$ cat config.mk
export PLATFORM = sky130hd
export DESIGN_NAME = uart_receiver
export DESIGN_NICKNAME = d
export VERILOG_FILES = /design/src/rtl/uart_receiver_pkg.sv /design/src/rtl/uart_receiver_baud_tick_gen.sv /design/src/rtl/uart_receiver.sv
export SDC_FILE = /design/constraint.sdc
export NUM_CORES = 1
export LEC_CHECK = 0
export BUFFER_PORTS_ARGS = -buffer_cell sky130_fd_sc_hd__buf_4
export CAP_MARGIN = 20
export CORE_ASPECT_RATIO = 1.2
export CORE_MARGIN = 2
export CORE_UTILIZATION = 50
export DETAILED_ROUTE_END_ITERATION = 8
export PLACE_DENSITY = 0.78
export SLEW_MARGIN = 25
export SYNTH_ARGS = -nofsm -noshare
export SYNTH_HDL_FRONTEND = slang
export SYNTH_SLANG_ARGS = --single-unit
$ cat constraint.sdc
create_clock -name clk -period 2.3 [get_ports clk]
set_clock_uncertainty 0.15 [all_clocks]
set_input_delay 0.115 -clock clk [delete_from_list [all_inputs] [get_ports clk]]
set_output_delay 0.115 -clock clk [all_outputs]
set_load 0.1 [all_outputs]
$ cat src/rtl/uart_receiver_pkg.sv
// Shared types and constants for the console UART receive path.
package uart_receiver_pkg;

    localparam int unsigned CONSOLE_BAUD = 115200;

    typedef enum logic [2:0] {
        IDLE   = 3'd0,
        START  = 3'd1,
        DATA   = 3'd2,
        PARITY = 3'd3,
        STOP   = 3'd4,
        BREAK  = 3'd5
    } uart_rx_state_e;

endpackage

$ cat src/rtl/uart_receiver_baud_tick_gen.sv
// Free-running oversample tick generator: one-clock tick every CLK_FREQ/(BAUD*OVERSAMPLE) clocks.
module baud_tick_gen #(
    parameter int unsigned CLK_FREQ   = 100_000_000,
    parameter int unsigned BAUD       = 115200,
    parameter int unsigned OVERSAMPLE = 16
) (
    input  logic clk,
    input  logic rst,
    output logic tick
);

    localparam int unsigned DIV   = CLK_FREQ / (BAUD * OVERSAMPLE);
    localparam int unsigned CNT_W = (DIV > 1) ? $clog2(DIV) : 1;

    logic [CNT_W-1:0] cnt_q, cnt_d;
    logic             tick_q, tick_d;

    always_comb begin
        tick_d = (cnt_q == CNT_W'(DIV - 1));
        cnt_d  = tick_d ? '0 : cnt_q + CNT_W'(1);
    end

    always_ff @(posedge clk or posedge rst) begin
        if (rst) begin
            cnt_q  <= '0;
            tick_q <= 1'b0;
        end else begin
            cnt_q  <= cnt_d;
            tick_q <= tick_d;
        end
    end

    assign tick = tick_q;

endmodule

$ cat src/rtl/uart_receiver.sv
// 8N1 UART receiver with byte/strobe output, line-error pulses and busy/debug status.
// Define UART_PARITY_EN to receive 8E1 frames and report parity errors.
module uart_receiver
    import uart_receiver_pkg::*;
#(
    parameter int unsigned CLK_FREQ   = 100_000_000,
    parameter int unsigned BAUD       = CONSOLE_BAUD,
    parameter int unsigned OVERSAMPLE = 16
) (
    input  logic       clk,
    input  logic       rst,
    input  logic       rx,
    output logic [7:0] data,
    output logic       dataReady,
    output logic       framingError,
    output logic       parityError,
    output logic       busy,
    output logic [7:0] debug
);

    localparam int unsigned SCNT_W = $clog2(OVERSAMPLE);
    localparam logic [SCNT_W-1:0] SCNT_HALF = SCNT_W'(OVERSAMPLE / 2 - 1);
    localparam logic [SCNT_W-1:0] SCNT_LAST = SCNT_W'(OVERSAMPLE - 1);

    logic tick;

    baud_tick_gen #(
        .CLK_FREQ  (CLK_FREQ),
        .BAUD      (BAUD),
        .OVERSAMPLE(OVERSAMPLE)
    ) u_tick (
        .clk (clk),
        .rst (rst),
        .tick(tick)
    );

    logic rx_meta_q, rxs_q;

    uart_rx_state_e    state_q, state_d;
    logic [SCNT_W-1:0] scnt_q, scnt_d;
    logic [2:0]        bcnt_q, bcnt_d;
    logic [7:0]        shift_q, shift_d;
    logic [7:0]        data_q, data_d;
    logic              ready_q, ready_d;
    logic              ferr_q, ferr_d;
    logic              perr_q, perr_d;
    logic              busy_q, busy_d;
    logic              par_fault;

`ifdef UART_PARITY_EN
    logic par_fault_q, par_fault_d;
    assign par_fault = par_fault_q;
`else
    assign par_fault = 1'b0;
`endif

    always_comb begin
        state_d = state_q;
        scnt_d  = scnt_q;
        bcnt_d  = bcnt_q;
        shift_d = shift_q;
        data_d  = data_q;
        ready_d = 1'b0;
        ferr_d  = 1'b0;
        perr_d  = 1'b0;
`ifdef UART_PARITY_EN
        par_fault_d = par_fault_q;
`endif
        case (state_q)
            IDLE: begin
                if (!rxs_q) begin
                    state_d = START;
                    scnt_d  = '0;
                end
            end
            // Re-check the start bit at its midpoint to reject glitches.
            START: begin
                if (tick) begin
                    if (scnt_q == SCNT_HALF) begin
                        if (rxs_q) begin
                            state_d = IDLE;
                        end else begin
                            state_d = DATA;
                            scnt_d  = '0;
                            bcnt_d  = '0;
                        end
                    end else begin
                        scnt_d = scnt_q + SCNT_W'(1);
                    end
                end
            end
            DATA: begin
                if (tick) begin
                    if (scnt_q == SCNT_LAST) begin
                        shift_d = {rxs_q, shift_q[7:1]};
                        scnt_d  = '0;
                        bcnt_d  = bcnt_q + 3'd1;
                        if (bcnt_q == 3'd7) begin
`ifdef UART_PARITY_EN
                            state_d = PARITY;
`else
                            state_d = STOP;
`endif
                        end
                    end else begin
                        scnt_d = scnt_q + SCNT_W'(1);
                    end
                end
            end
`ifdef UART_PARITY_EN
            PARITY: begin
                if (tick) begin
                    if (scnt_q == SCNT_LAST) begin
                        par_fault_d = rxs_q ^ (^shift_q);
                        scnt_d      = '0;
                        state_d     = STOP;
                    end else begin
                        scnt_d = scnt_q + SCNT_W'(1);
                    end
                end
            end
`endif
            // Leave at mid-stop so an immediately following start edge is caught.
            STOP: begin
                if (tick) begin
                    if (scnt_q == SCNT_LAST) begin
                        scnt_d = '0;
                        if (rxs_q) begin
                            state_d = IDLE;
                            if (par_fault) begin
                                perr_d = 1'b1;
                            end else begin
                                data_d  = shift_q;
                                ready_d = 1'b1;
                            end
                        end else begin
                            ferr_d  = 1'b1;
                            state_d = BREAK;
                        end
                    end else begin
                        scnt_d = scnt_q + SCNT_W'(1);
                    end
                end
            end
            BREAK: begin
                if (rxs_q) begin
                    state_d = IDLE;
                end
            end
            default: state_d = IDLE;
        endcase
        busy_d = (state_d != IDLE);
    end

    always_ff @(posedge clk or posedge rst) begin
        if (rst) begin
            rx_meta_q <= 1'b1;
            rxs_q     <= 1'b1;
            state_q   <= IDLE;
            scnt_q    <= '0;
            bcnt_q    <= '0;
            shift_q   <= '0;
            data_q    <= '0;
            ready_q   <= 1'b0;
            ferr_q    <= 1'b0;
            perr_q    <= 1'b0;
            busy_q    <= 1'b0;
        end else begin
            rx_meta_q <= rx;
            rxs_q     <= rx_meta_q;
            state_q   <= state_d;
            scnt_q    <= scnt_d;
            bcnt_q    <= bcnt_d;
            shift_q   <= shift_d;
            data_q    <= data_d;
            ready_q   <= ready_d;
            ferr_q    <= ferr_d;
            perr_q    <= perr_d;
            busy_q    <= busy_d;
        end
    end

`ifdef UART_PARITY_EN
    always_ff @(posedge clk or posedge rst) begin
        if (rst) begin
            par_fault_q <= 1'b0;
        end else begin
            par_fault_q <= par_fault_d;
        end
    end
`endif

    assign data         = data_q;
    assign dataReady    = ready_q;
    assign framingError = ferr_q;
    assign parityError  = perr_q;
    assign busy         = busy_q;
    assign debug        = {5'b0, state_q};

endmodule
==> impl_metrics.xml <==
<?xml version="1.0" encoding="UTF-8"?>
<metrics>
  <group name="yosys">
    <metric name="synth_enable_flop_cells" unit="">0</metric>
    <metric name="main_combinational_cell_family_by_area_after_synthesis" unit="">simple AND/OR/NAND/NOR gates</metric>
    <metric name="synth-compound-area-share" unit="%">9.67</metric>
    <metric name="synth_warnings" unit="">0</metric>
    <metric name="post_synth_inst_count" unit="">157</metric>
    <metric name="synth_fa_ha_area_share" unit="%">3.43</metric>
    <metric name="postSynth.asyncResetShare" unit="%">100</metric>
    <metric name="yosys_register_bits" unit="">38</metric>
    <metric name="avgSynthCellArea" unit="um2">11.6</metric>
    <metric name="synthSimpleGateAreaFrac" unit="%">15.0</metric>
    <metric name="synth.yosys.seq_area_share" unit="%">52.3</metric>
    <metric name="synthMuxAreaShare" unit="%">11.6</metric>
    <metric name="dominantRegCellSynth" unit="">sky130_fd_sc_hd__dfrtp_1</metric>
    <metric name="yosys.area_share.xor_xnor" unit="%">1.92</metric>
    <metric name="synth.lib_cells_used.distinct" unit="">44</metric>
    <metric name="syn-cell-area" unit="um2">1820</metric>
  </group>
  <group name="placement">
    <metric name="placed_standard_cell_area" unit="um2">1960</metric>
    <metric name="place_congestion" unit="">0.931</metric>
    <metric name="dpl.hpwl" unit="mm">2.34</metric>
    <metric name="buffer_ports.inserted" unit="">16</metric>
  </group>
  <group name="global_routing">
    <metric name="grt_antenna_before_repair" unit="">0</metric>
    <metric name="first_pass_grt_wire_length" unit="mm">5.35</metric>
    <metric name="grt-ovfl-total" unit="">0</metric>
    <metric name="grt_start_max_net_pins" unit="">24</metric>
    <metric name="grt.total_usage" unit="%">17.3</metric>
    <metric name="first_global_vias" unit="">1201</metric>
  </group>
  <group name="detailed_routing">
    <metric name="postRouteAntennaNets" unit="">0</metric>
    <metric name="routed_wire_length_per_instance" unit="um">14.4</metric>
    <metric name="drt_iter0_drc" unit="">34</metric>
    <metric name="wirelength" unit="mm">3.16</metric>
    <metric name="route.detailed.drc" unit="">0</metric>
    <metric name="vias" unit="">1177</metric>
    <metric name="vias_per_cell" unit="">5.37</metric>
    <metric name="detailedRoute.firstPassIterationCount" unit="">4</metric>
  </group>
  <group name="clocking">
    <metric name="cts_tree" unit="">built</metric>
    <metric name="clk_path_buf_depth" unit="">2</metric>
    <metric name="cts.repair.resized" unit="">0</metric>
    <metric name="worst_skew_pair_latency" unit="ps">290</metric>
    <metric name="cts.sinks" unit="">38</metric>
    <metric name="post-cts-setup-buffer-count" unit="">0</metric>
    <metric name="clk_root_buffer_cell" unit="">sky130_fd_sc_hd__clkbuf_8</metric>
    <metric name="number_of_buffers_created_by_cts" unit="">5</metric>
    <metric name="path_clk_slew" unit="ps">70</metric>
    <metric name="cts_hold_buffers" unit="">2</metric>
    <metric name="cts.htree.levels" unit="">2</metric>
  </group>
  <group name="flow_run">
    <metric name="max_cap_violations" unit="">0</metric>
  </group>
  <group name="power">
    <metric name="irDropWorstVdd" unit="V">0.000392</metric>
    <metric name="power_per_cell_area" unit="nW/um2">584</metric>
    <metric name="cellLeakagePower" unit="nW">1.01</metric>
  </group>
  <group name="cells_and_area">
    <metric name="antennaDiodeCount" unit="">0</metric>
    <metric name="post_route_cells_drive_above_1_share" unit="%">31.1</metric>
    <metric name="final.fill_count" unit="">291</metric>
    <metric name="finish.instance_area" unit="um2">2080</metric>
    <metric name="area.growth.synth_to_final" unit="%">13.9</metric>
    <metric name="multi_input_area" unit="um2">782</metric>
    <metric name="nets" unit="">187</metric>
    <metric name="regArea" unit="um2">955</metric>
    <metric name="fin_util" unit="%">58.1</metric>
  </group>
  <group name="floorplan">
    <metric name="ioPinCount" unit="">23</metric>
    <metric name="initial_utilization" unit="%">51.1</metric>
    <metric name="chipWidth" unit="um">59.1</metric>
    <metric name="die_y" unit="um">70.2</metric>
    <metric name="floorplan.die_area" unit="um2">4150</metric>
    <metric name="coreArea" unit="um2">3570</metric>
    <metric name="rows" unit="">24</metric>
  </group>
  <group name="worst_hold_path">
    <metric name="hold_path_depth" unit="">0</metric>
    <metric name="timing.hold.worst_endpoint" unit="">rxs_q</metric>
    <metric name="worst_hold_path_class" unit="">register to register</metric>
    <metric name="hp-start" unit="">rx_meta_q</metric>
  </group>
  <group name="worst_setup_path">
    <metric name="worstRegToRegCells" unit="">4</metric>
    <metric name="timing.critical_path.cells" unit="">ha_1 &gt; and4_1 &gt; and2_1 &gt; mux2_2</metric>
    <metric name="worstSetupStartpointType" unit="">register</metric>
    <metric name="setup.reg_to_reg.worst_slack" unit="ps">220</metric>
    <metric name="reg2reg_from" unit="">scnt_q[1]</metric>
    <metric name="critPathMaxStageDelay" unit="ps">400</metric>
    <metric name="arrival_worst_endpoint" unit="ps">2110</metric>
    <metric name="worstPathRequired" unit="ps">2330</metric>
    <metric name="end_kind" unit="">register</metric>
    <metric name="worst_r2r_endpoint" unit="">shift_q[7]</metric>
    <metric name="critPathSlowestCell" unit="">sky130_fd_sc_hd__and2_1</metric>
    <metric name="critical_path_class" unit="">register to register</metric>
    <metric name="cp_max_fo" unit="">9</metric>
  </group>
  <group name="timing">
    <metric name="slew_viol_final" unit="">0</metric>
    <metric name="peak_freq" unit="MHz">481</metric>
    <metric name="setup-violations-final" unit="">0</metric>
    <metric name="rsz0062_at_grt" unit="">no</metric>
    <metric name="slew_headroom" unit="%">45.8</metric>
    <metric name="worstMarginPinSlew" unit="ps">812</metric>
    <metric name="layout_min_cycle_time" unit="ps">2080</metric>
    <metric name="final_hold_viol_count" unit="">0</metric>
    <metric name="finalCritPeriodShare" unit="%">90.4</metric>
    <metric name="tns" unit="ps">0</metric>
  </group>
  <group name="outcome">
    <metric name="run_status" unit="">completed</metric>
  </group>
</metrics>
[cell type report]
class                      count  area share, %
inverter                       7           1.27
timing repair buffer          22           8.19
tap                           39           2.35
clock buffer                   6           3.98
multi-input combinational    105           37.7
sequential                    38           46.0
clock inverter                 2          0.602
[sequential cells by signal, indices dropped and copies added (netlist names)]
| name | cells |
|---|---|
| bcnt_q | 3 |
| u_tick.tick | 1 |
| busy | 1 |
| shift_q | 8 |
| scnt_q | 4 |
| dataReady | 1 |
| state_q | 3 |
| framingError | 1 |
| data | 8 |
| u_tick.cnt_q | 6 |
| rxs_q | 1 |
| rx_meta_q | 1 |
[per-stage QoR]
step,power [W],setup slack (ps),instances,hold slack (ps)
after floorplan,0.000751,16.0,162,-30.5
after detailed placement,0.000751,228,209,78.3
after global placement,0.000750,337,209,74.2
final,0.00121,220,219,209
after CTS,0.00123,224,219,209
after global routing,0.00126,101,219,216
[how the worst max path moves through the flow]
stage	startpoint	to	slack [ps]
2_1_floorplan	state_q[1]	shift_q[0]	20
3_3_place_gp	scnt_q[0]	shift_q[3]	340
3_5_place_dp	scnt_q[1]	shift_q[7]	230
4_1_cts	scnt_q[0]	shift_q[7]	220
5_1_grt	scnt_q[1]	shift_q[7]	100
6_report	scnt_q[1]	shift_q[7]	220
[Yosys cell counts (3+ instances only)]
master                     instances  area share (%)
sky130_fd_sc_hd__nand3_1           5             1.4
sky130_fd_sc_hd__dfrtp_1          36              49
sky130_fd_sc_hd__o21ai_0           5             1.4
sky130_fd_sc_hd__nand2b_1          5             1.7
sky130_fd_sc_hd__ha_1              5             3.4
sky130_fd_sc_hd__nand2_1           8             1.6
sky130_fd_sc_hd__mux2_2           17              10
sky130_fd_sc_hd__buf_2             5             1.4
sky130_fd_sc_hd__buf_4             6             2.5
sky130_fd_sc_hd__a21oi_1           3            0.82
sky130_fd_sc_hd__inv_1             7             1.4
sky130_fd_sc_hd__nor2_1           12             2.5
[routing by layer]
metal  GRT usage, %  vias up  routed length, um
li1               -      577                  -
met1           21.4      574               1370
met2           26.3       19               1600
met3           6.30        7                113
met4           8.33        0                 81
met5              0        -                  0
[layout by cell type, fill, tap and decap left out, drive strengths merged, types with 3 or more instances in the layout]
cell type / instances
nand3: 6
nor2: 12
dfrtp: 36
o21ai: 5
conb: 6
buf: 20
a211oi: 3
nand2: 8
mux2: 17
nand2b: 5
clkbuf: 6
inv: 7
ha: 5
a21oi: 3
nand4: 3
[logic make-up after synthesis]
| logic type | Yosys count |
|---|---|
| and+or+nand+nor | 48 |
| AOI/OAI and AO/OA | 23 |
| xor gates and xnor gates | 4 |
| other | 1 |
| muxes | 19 |
| adders and majority gates | 5 |
| DFF | 38 |
| buffers and inverters | 19 |
[power by group]
part / leakage, nW / switching (W) / internal, W / total, W
sequential: 0.498 / 0.00000265 / 0.000671 / 0.000674
clock: 0.0472 / 0.000232 / 0.000241 / 0.000473
combinational: 0.462 / 0.0000571 / 0.00000890 / 0.0000660
[worst max-delay path: cells and delay by family, from the launching register on]
family / cells / cell delay [ps]
adder cells (fa/ha/maj): 1 / 270
multiplexers: 1 / 390
flip-flops: 1 / 380
AND/OR/NAND/NOR: 2 / 770
Note: power is estimated with default switching activity, not from simulation.
